### src/rtl/timer_pkg.sv
// Shared register offsets and state encodings for the DIV/TIMA timer block.
package timer_pkg;

  localparam logic [1:0] DIV_OFS  = 2'd0;
  localparam logic [1:0] TIMA_OFS = 2'd1;
  localparam logic [1:0] TMA_OFS  = 2'd2;
  localparam logic [1:0] TAC_OFS  = 2'd3;

  typedef enum logic [1:0] {
    TAC_256 = 2'b00,
    TAC_4   = 2'b01,
    TAC_16  = 2'b10,
    TAC_64  = 2'b11
  } tac_sel_t;

  typedef enum logic [1:0] {
    RUN    = 2'd0,
    OVF    = 2'd1,
    RELOAD = 2'd2
  } tima_state_t;

endpackage

### src/rtl/timer_prescaler.sv
// Free-running 14-bit system counter, DIV view, and falling-edge tick detector on the selected tap.
module timer_prescaler
  import timer_pkg::*;
(
  input  logic       clk,
  input  logic       rst,
  input  logic       clr,
  input  logic [2:0] tac,
  output logic [7:0] div,
  output logic       tick
);

  logic [13:0] cnt_q, cnt_d;
  logic        sig_q, sig, tap;

  assign cnt_d = clr ? 14'd0 : cnt_q + 14'd1;
  assign div   = cnt_q[13:6];

  always_comb begin
    tap = 1'b0;
    case (tac_sel_t'(tac[1:0]))
      TAC_256: tap = cnt_q[7];
      TAC_4:   tap = cnt_q[1];
      TAC_16:  tap = cnt_q[3];
      TAC_64:  tap = cnt_q[5];
      default: tap = 1'b0;
    endcase
  end

  // Falling edges from DIV clears or TAC rewrites also tick, mirroring DMG hardware.
  assign sig  = tac[2] & tap;
  assign tick = sig_q & ~sig;

  always_ff @(posedge clk or negedge rst) begin
    if (!rst) begin
      cnt_q <= 14'd0;
      sig_q <= 1'b0;
    end else begin
      cnt_q <= cnt_d;
      sig_q <= sig;
    end
  end

endmodule

### src/rtl/timer.sv
// Memory-mapped DIV/TIMA/TMA/TAC timer with overflow reload sequencing and a one-cycle interrupt pulse.
module timer
  import timer_pkg::*;
#(
  parameter logic [15:0] BASE_ADDR = 16'hFF04
) (
  input  logic        clk,
  input  logic        rst,
  input  logic [15:0] addr,
  input  logic [7:0]  d_in,
  input  logic        write,
  output logic [7:0]  d_out,
  output logic        sel,
  output logic        irq
);

  tima_state_t state_q, state_d;
  logic [7:0]  tima_q, tima_d;
  logic [7:0]  tma_q, tma_d;
  logic [2:0]  tac_q, tac_d;
  logic        irq_d;
  logic [15:0] ofs;
  logic [7:0]  div;
  logic        tick;
  logic        wr_div, wr_tima, wr_tma, wr_tac;

  // Addresses below BASE_ADDR wrap to large offsets, so one compare covers the window.
  assign ofs = addr - BASE_ADDR;
  assign sel = (ofs < 16'd4);

  assign wr_div  = write & sel & (ofs[1:0] == DIV_OFS);
  assign wr_tima = write & sel & (ofs[1:0] == TIMA_OFS);
  assign wr_tma  = write & sel & (ofs[1:0] == TMA_OFS);
  assign wr_tac  = write & sel & (ofs[1:0] == TAC_OFS);

  timer_prescaler u_prescaler (
    .clk  (clk),
    .rst  (rst),
    .clr  (wr_div),
    .tac  (tac_q),
    .div  (div),
    .tick (tick)
  );

  always_comb begin
    d_out = 8'hFF;
    if (sel) begin
      case (ofs[1:0])
        DIV_OFS:  d_out = div;
        TIMA_OFS: d_out = tima_q;
        TMA_OFS:  d_out = tma_q;
        default:  d_out = {5'b11111, tac_q};
      endcase
    end
  end

  always_comb begin
    state_d = state_q;
    tima_d  = tima_q;
    tma_d   = wr_tma ? d_in : tma_q;
    tac_d   = wr_tac ? d_in[2:0] : tac_q;
    irq_d   = 1'b0;
    case (state_q)
      RUN: begin
        if (wr_tima) begin
          tima_d = d_in;
        end else if (tick) begin
          if (tima_q == 8'hFF) begin
            tima_d  = 8'h00;
            state_d = OVF;
          end else begin
            tima_d = tima_q + 8'd1;
          end
        end
      end
      OVF: begin
        if (wr_tima) begin
          tima_d  = d_in;
          state_d = RUN;
        end else begin
          tima_d  = wr_tma ? d_in : tma_q;
          irq_d   = 1'b1;
          state_d = RELOAD;
        end
      end
      RELOAD: begin
        // TIMA tracks TMA writes here; direct TIMA writes and ticks are dropped.
        if (wr_tma) tima_d = d_in;
        state_d = RUN;
      end
      default: state_d = RUN;
    endcase
  end

  always_ff @(posedge clk or negedge rst) begin
    if (!rst) begin
      state_q <= RUN;
      tima_q  <= 8'h00;
      tma_q   <= 8'h00;
      tac_q   <= 3'b000;
      irq     <= 1'b0;
    end else begin
      state_q <= state_d;
      tima_q  <= tima_d;
      tma_q   <= tma_d;
      tac_q   <= tac_d;
      irq     <= irq_d;
    end
  end

endmodule
### config.mk
export PLATFORM = sky130hd
export DESIGN_NAME = timer
export DESIGN_NICKNAME = d
export VERILOG_FILES = /design/src/rtl/timer_pkg.sv /design/src/rtl/timer_prescaler.sv /design/src/rtl/timer.sv
export SDC_FILE = /design/constraint.sdc
export NUM_CORES = 1
export LEC_CHECK = 0
export CORE_MARGIN = 2
export CORE_UTILIZATION = 50
export DETAILED_ROUTE_END_ITERATION = 8
export PLACE_DENSITY_LB_ADDON = 0.1
export SLEW_MARGIN = 5
export SYNTH_ARGS = -nofsm -noshare
export SYNTH_HDL_FRONTEND = slang
export SYNTH_SLANG_ARGS = --single-unit
### constraint.sdc
create_clock -name clk -period 3.65 [get_ports clk]
set_input_delay 0.73 -clock clk [delete_from_list [all_inputs] [get_ports clk]]
set_output_delay 0.73 -clock clk [all_outputs]
set_load 0.05 [all_outputs]
==> qor.yml, run 1 <==
run_status:
  run_status: "completed"
clock_tree:
  path_clk_slew_ps: 80
  htree_levels: 2
  cts_root_buffer: "clkbuf_8"
  cts_buffers: 5
  cts_resized: 0
  tritoncts: "built"
  cts_hold_buffers: 0
  clock_latency_ps: 300
  clock_sinks: 37
  ctsLongestPathBuffers: 2
  post_cts.repair.setup_buffers: 0
global_route:
  grt_overflow_total: 0
  grt_pass1_wl_um: 9420
  antenna_found_initial: 0
  track_usage_pct: 22.9
  grt_max_degree: 38
  grt_pass1_vias: 1963
routing:
  ant_nets: 0
  avgRoutedWirePerCell_um: 15.8
  post-route-drc-count: 0
  first_pass_iters: 4
  drt_iter0_markers: 91
  routed_wl_um: 5710
  vias: 2067
  vias_per_cell: 5.73
sta:
  period_share_pct: 88.1
  finalCriticalPeriod_ps: 3220
  worstMarginPinSlew_ps: 864
  max_freq_mhz: 311
  whs_ps: 485
  finalSetupViolations: 0
  rsz0062_at_grt: "false"
  fin_skew_ps: 10.6
  maxSlewHeadroom_pct: 42.4
  slew_viol_final: 0
  finalHoldViolCount: 0
  setup-tns-final_ps: 0
  worst_slack_ps: 434
power_and_ir_drop:
  ir_worst_vdd_uv: 230
  power_leakage_nw: 1.28
  power_frac_seq_pct: 49.5
  power_frac_comb_pct: 9.4
  power_w: 0.000876
  p_int_w: 0.000671
  swShare_pct: 23.3
  switchingPower_w: 0.000204
  clkPwrFrac_pct: 41.1
  p_per_area_nw_per_um2: 297
cells_and_area:
  fill_cells: 422
  antenna_cells: 0
  layout-drive-gt1-share_pct: 18.0
  area_growth_pct: 20.1
  fin_nets: 326
  finalNonFillerCells: 361
synthesis:
  synth_warnings: 0
  syn_area_um2: 2450
  ys.flop_type: "dfrtp_1"
  synth_edf_count: 0
  synth_seq_cells: 37
  yosysSeqAreaShare_pct: 37.7
  synth_cell_types: 53
  synthCells: 259
  syn-num-nets: 292
  syn_area_per_cell_um2: 9.48
  synthArstFlopShare_pct: 100
floorplan:
  die_y_um: 74.1
  initial_core_util_pct: 52.0
  die_w_um: 74.1
  core_area_um2: 4720
  num_rows: 25
  io_pins: 37
  die-area_um2: 5490
place:
  portBuffers: 36
  place_congestion: 0.825
  dp_cells: 353
  dp_hpwl_um: 4190
  pre_cts_ws_ps: 295
critical_path:
  crit_top_cell: "buf_4"
  path_cells: "clkdlybuf4s50_1, or4b_4, nor4_1, buf_4, nand2b_1, buf_4"
  cpMaxStageDelayCell: "or4b_4"
  critPathCaptureType: "output port"
  arrival_ps: 2490
  crit_type: "input port to output port"
  rr_worst_depth: 8
  crit_fanout: 11
  start_kind: "input port"
  cp.required_ps: 2920
  critPathMaxStageDelay_ps: 560
min_path:
  hold_class: "register to register"
  worstHoldPathCells: 1
job:
  maxCapViolCount: 0
metrics by stage:
| step | util [%] | cell area [um2] |
|---|---|---|
| CTS | 62.4 | 2950 |
| finish | 62.4 | 2950 |
| global placement | 60.1 | 2840 |
| floorplan | - | 2450 |
| detailed placement | 60.1 | 2840 |
| global route | 62.4 | 2950 |
critical path: cells and delay by family:
kind / cells / cell delay (ps)
buffers and inverters: 3 / 830
AND/OR/NAND/NOR: 3 / 930
per-layer routing:
metal	up-vias	part of all wire, %	GRT usage (%)
met4	0	2.9	10.1
met1	975	45	30.0
met5	-	0	0
met3	17	6.5	5.42
li1	1008	-	-
met2	67	45	36.1
registers in the layout, indices dropped and copies added (netlist names):
name / count
irq: 1
state_q: 2
tac_q: 3
tima_q: 8
tma_q: 8
u_prescaler.cnt_q: 14
u_prescaler.sig_q: 1
final timing paths:
check,to,slack [ps],start
setup / recovery,d_out[2],430,addr[6]
hold / removal,u_prescaler.cnt_q[0]$_DFF_PN0_,480,u_prescaler.cnt_q[0]$_DFF_PN0_
setup reg to reg,tima_q[5]$_DFFE_PN0P_,1210,state_q[0]$_DFFE_PN0P_
hold reg to reg,u_prescaler.cnt_q[0]$_DFF_PN0_,480,u_prescaler.cnt_q[0]$_DFF_PN0_
max in group asynchronous,tma_q[4]$_DFF_PN0_,2560,rst
min in group asynchronous,u_prescaler.cnt_q[10]$_DFF_PN0_,540,rst
cells in the mapped netlist (2+ instances only):
cell	instances	area, um2
nor3_1	4	20.0
o22ai_1	6	37.5
nand2_1	36	135
xor2_1	7	61.3
a22o_1	3	26.3
o2bb2ai_1	2	17.5
and3_1	6	37.5
nand3b_1	2	15.0
a211oi_1	4	30.0
o221ai_1	2	17.5
mux2_2	18	203
buf_6	4	45.0
a21oi_1	8	40.0
o31ai_1	4	30.0
nor2b_1	4	25.0
xnor2_1	4	35.0
clkbuf_1	7	26.3
o32ai_2	2	32.5
nand3_1	14	70.1
ha_1	6	75.1
nor4_1	2	12.5
a31oi_1	2	12.5
nand4_1	2	12.5
a311oi_1	3	26.3
nor2_1	21	78.8
nand2b_1	6	37.5
or2_2	2	12.5
o21ai_0	4	20.0
inv_1	6	22.5
a211o_1	3	26.3
dfrtp_1	37	926
or3_1	2	12.5
mux2i_1	2	20.0
nor3b_1	2	15.0
buf_2	2	10.0
mux4_2	3	67.6
cells in the final DEF, fill, tap and decap left out, types with 4 or more instances in the layout:
cell type / synthesis / layout
mux2_2: 18 / 18
nor2_1: 21 / 21
and3_1: 6 / 6
inv_1: 6 / 6
clkbuf_8: 0 / 5
nand3_1: 14 / 14
nand2_1: 36 / 36
o22ai_1: 6 / 6
nor2b_1: 4 / 4
nand2b_1: 6 / 6
buf_4: 0 / 13
clkdlybuf4s50_1: 0 / 26
xor2_1: 7 / 7
o21ai_0: 4 / 4
o31ai_1: 4 / 4
xnor2_1: 4 / 4
nor3_1: 4 / 4
a211oi_1: 4 / 4
ha_1: 6 / 6
dfrtp_1: 37 / 37
a21oi_1: 8 / 8
power groups by stage:
stage	combinational, W	sequential (W)	clock, W
6_report	0.0000823	0.000434	0.000360
2_1_floorplan	0.0000351	0.000439	0
5_1_grt	0.0000926	0.000436	0.000388
3_3_place_gp	0.0000822	0.000442	0
4_1_cts	0.0000837	0.000434	0.000370
3_5_place_dp	0.0000830	0.000442	0
logic make-up after synthesis:
group / after synthesis / synth area share, %
DFF: 37 / 37.7
buffers and inverters: 20 / 4.38
xor gates and xnor gates: 11 / 3.92
muxes: 24 / 12.3
AOI/OAI and AO/OA: 49 / 15.1
and+or+nand+nor: 112 / 23.5
adders and majority gates: 6 / 3.06
area by class of cell:
type / count / area [um2] / area share, %
timing repair buffer: 41 / 383 / 13.0
tap: 67 / 83.8 / 2.84
inverter: 6 / 22.5 / 0.764
sequential: 37 / 926 / 31.4
clock buffer: 6 / 72.6 / 2.46
multi-input combinational: 202 / 1420 / 48.2
clock inverter: 2 / 38.8 / 1.32
Note: power is estimated with default switching activity, not from simulation.
==> run 2, diff against run 1 <==
CTS_CLUSTER_SIZE = 28   (was default)
RECOVER_POWER = 50   (was default)
==> qor.yml, run 2 (synthesized netlist as in run 1, its figures left out) <==
power_and_ir_drop:
  power_w: 0.000876  # about the same
  ir_worst_vdd_uv: 229  # -0.11%
  p_per_area_nw_per_um2: 298  # +0.44%
  power_leakage_nw: 1.27  # -0.36%
cells_and_area:
  area_growth_pct: 19.7
  top_register: "u_prescaler.cnt_q"
  design_area_um2: 2940  # -0.34%
  antenna_cells: 0  # unchanged
  final_cell_mix: "37 x dfrtp_1, 36 x nand2_1, 25 x clkdlybuf4s50_1"
  fin_nets: 326  # unchanged
  top_regs: "u_prescaler.cnt_q (14), tima_q (8), tma_q (8)"
  post-route-util_pct: 62.2  # -0.21 points
  regArea_um2: 926  # unchanged
  layout-drive-gt1-share_pct: 17.0  # -1.0 points
  fill_cells: 424  # +0.47%
  multi_input_comb_area_um2: 1420  # -0.35%
  final_common_cell: "dfrtp_1"
  largest_register_ffs: 14  # unchanged
clock_tree:
  tritoncts: "built"
  cts_buffers: 5  # unchanged
  cts_hold_buffers: 0  # unchanged
  post_cts.repair.setup_buffers: 0  # unchanged
  cts_root_buffer: "clkbuf_8"
  ctsLongestPathBuffers: 2  # unchanged
  path_clk_slew_ps: 80  # about the same
  htree_levels: 2  # unchanged
  cts_resized: 0  # unchanged
  clock_sinks: 37  # unchanged
  clock_latency_ps: 300  # about the same
global_route:
  antenna_found_initial: 0  # unchanged
  grt_overflow_total: 0  # unchanged
  grtUsageMet2_pct: 36.1  # unchanged
  top_usage_layer: "met2"
  grt_util_met3_pct: 5.42  # unchanged
  grt.met1_usage_pct: 30.0  # unchanged
  track_usage_pct: 22.9  # unchanged
  grt_pass1_wl_um: 9420  # unchanged
  grt_pass1_vias: 1963  # unchanged
  grt_max_degree: 38  # unchanged
place:
  dp_hpwl_um: 4190  # unchanged
  dpl_cell_area_um2: 2840  # unchanged
  portBuffers: 36  # unchanged
  pre_cts_ws_ps: 295  # unchanged
  place_congestion: 0.825  # unchanged
sta:
  finalHoldViolCount: 0  # unchanged
  fin_skew_ps: 10.4  # -0.133 ps
  finalSetupViolations: 0  # unchanged
  worstMarginPinSlew_ps: 2060  # +1200 ps
  worst_slack_ps: 433  # -0.580 ps
  finalCriticalPeriod_ps: 3220  # +0.580 ps
  maxSlewHeadroom_pct: -37.6  # -80 points
  slew_viol_final: 38  # +38
  max_freq_mhz: 311  # about the same
  period_share_pct: 88.1  # about the same
  setup-tns-final_ps: 0  # unchanged
  rsz0062_at_grt: "false"
min_path:
  hold_class: "register to register"
critical_path:
  crit_buf_inv: 3  # unchanged
  start_kind: "input port"
  crit_type: "input port to output port"
  cp.required_ps: 2920  # about the same
  arrival_ps: 2490  # about the same
  crit_fanout: 11  # unchanged
  path_cells: "clkdlybuf4s50_1, or4b_4, nor4_1, buf_4, nand2b_1, buf_4"
  critPathMaxStageDelay_ps: 560  # about the same
  crit_top_cell: "buf_4"
  cpMaxStageDelayCell: "or4b_4"
  crit_family: "simple AND/OR/NAND/NOR gates"
  critPathCaptureType: "output port"
floorplan:
  io_pins: 37  # unchanged
  initial_core_util_pct: 52.0  # unchanged
  die-area_um2: 5490  # unchanged
  core_area_um2: 4720  # unchanged
  die_w_um: 74.1  # unchanged
  num_rows: 25  # unchanged
  die_y_um: 74.1  # unchanged
routing:
  ant_nets: 0  # unchanged
  routed_wl_um: 5700  # -0.21%
  first_pass_iters: 4  # unchanged
  vias_per_cell: 5.75  # +0.39%
  post-route-drc-count: 0  # unchanged
  vias: 2075  # +0.39%
  drt_iter0_markers: 98  # +7.7%
  avgRoutedWirePerCell_um: 15.8  # -0.21%
run_status:
  violations: "max-capacitance violations, max-slew violations"
  run_status: "finished, violations left"
job:
  maxCapViolCount: 1  # +1
==> run 2: layer usage <==
layer | vias up | wire (um) | share of wire, %
li1 | 1008 | - | -
met1 | 977 | 2600 | 46
met2 | 73 | 2590 | 45
met3 | 17 | 356 | 6.3
met4 | 0 | 155 | 2.7
met5 | - | 0 | 0
==> run 2: stage by stage <==
step | hold slack (ps) | std cells
3_5_place_dp | 475 | 353
5_1_grt | 502 | 361
6_report | 485 | 361
2_1_floorplan | 434 | 259
4_1_cts | 486 | 361
3_3_place_gp | 471 | 353
==> run 2: where the power goes <==
group | switching (W) | internal (W)
Combinational | 0.0000366 | 0.0000453
Clock | 0.000156 | 0.000205
Sequential | 0.0000128 | 0.000421
==> run 2: worst reg2reg max path: cells and delay by family, from the launching register on <==
family          cells  cell delay [ps]
fa+ha+maj           1              260
flops               1              420
buf+inv             1              100
compound gates      4             1350
simple gates        2              210
==> run 2: layout make-up <==
cell class / instances / area share, %
Clock buffer: 6 / 2.47
Clock inverter: 2 / 1.32
Tap cell: 67 / 2.85
Sequential cell: 37 / 31.5
Inverter: 6 / 0.767
Multi-Input combinational cell: 202 / 48.2
Timing Repair Buffer: 41 / 12.9
==> run 2: path summary, 6_finish.rpt <==
kind                            slack [ps]  cells past startpoint                           start                         endpoint
worst max-delay path                   430                      6                         addr[6]                         d_out[2]
worst min-delay path                   480                      1  u_prescaler.cnt_q[0]$_DFF_PN0_   u_prescaler.cnt_q[0]$_DFF_PN0_
worst max register to register        1220                      8          state_q[0]$_DFFE_PN0P_            tima_q[5]$_DFFE_PN0P_
worst min register to register         480                      1  u_prescaler.cnt_q[0]$_DFF_PN0_   u_prescaler.cnt_q[0]$_DFF_PN0_
max in group asynchronous             1440                      1                             rst               tma_q[4]$_DFF_PN0_
min in group asynchronous             1010                      1                             rst  u_prescaler.cnt_q[10]$_DFF_PN0_
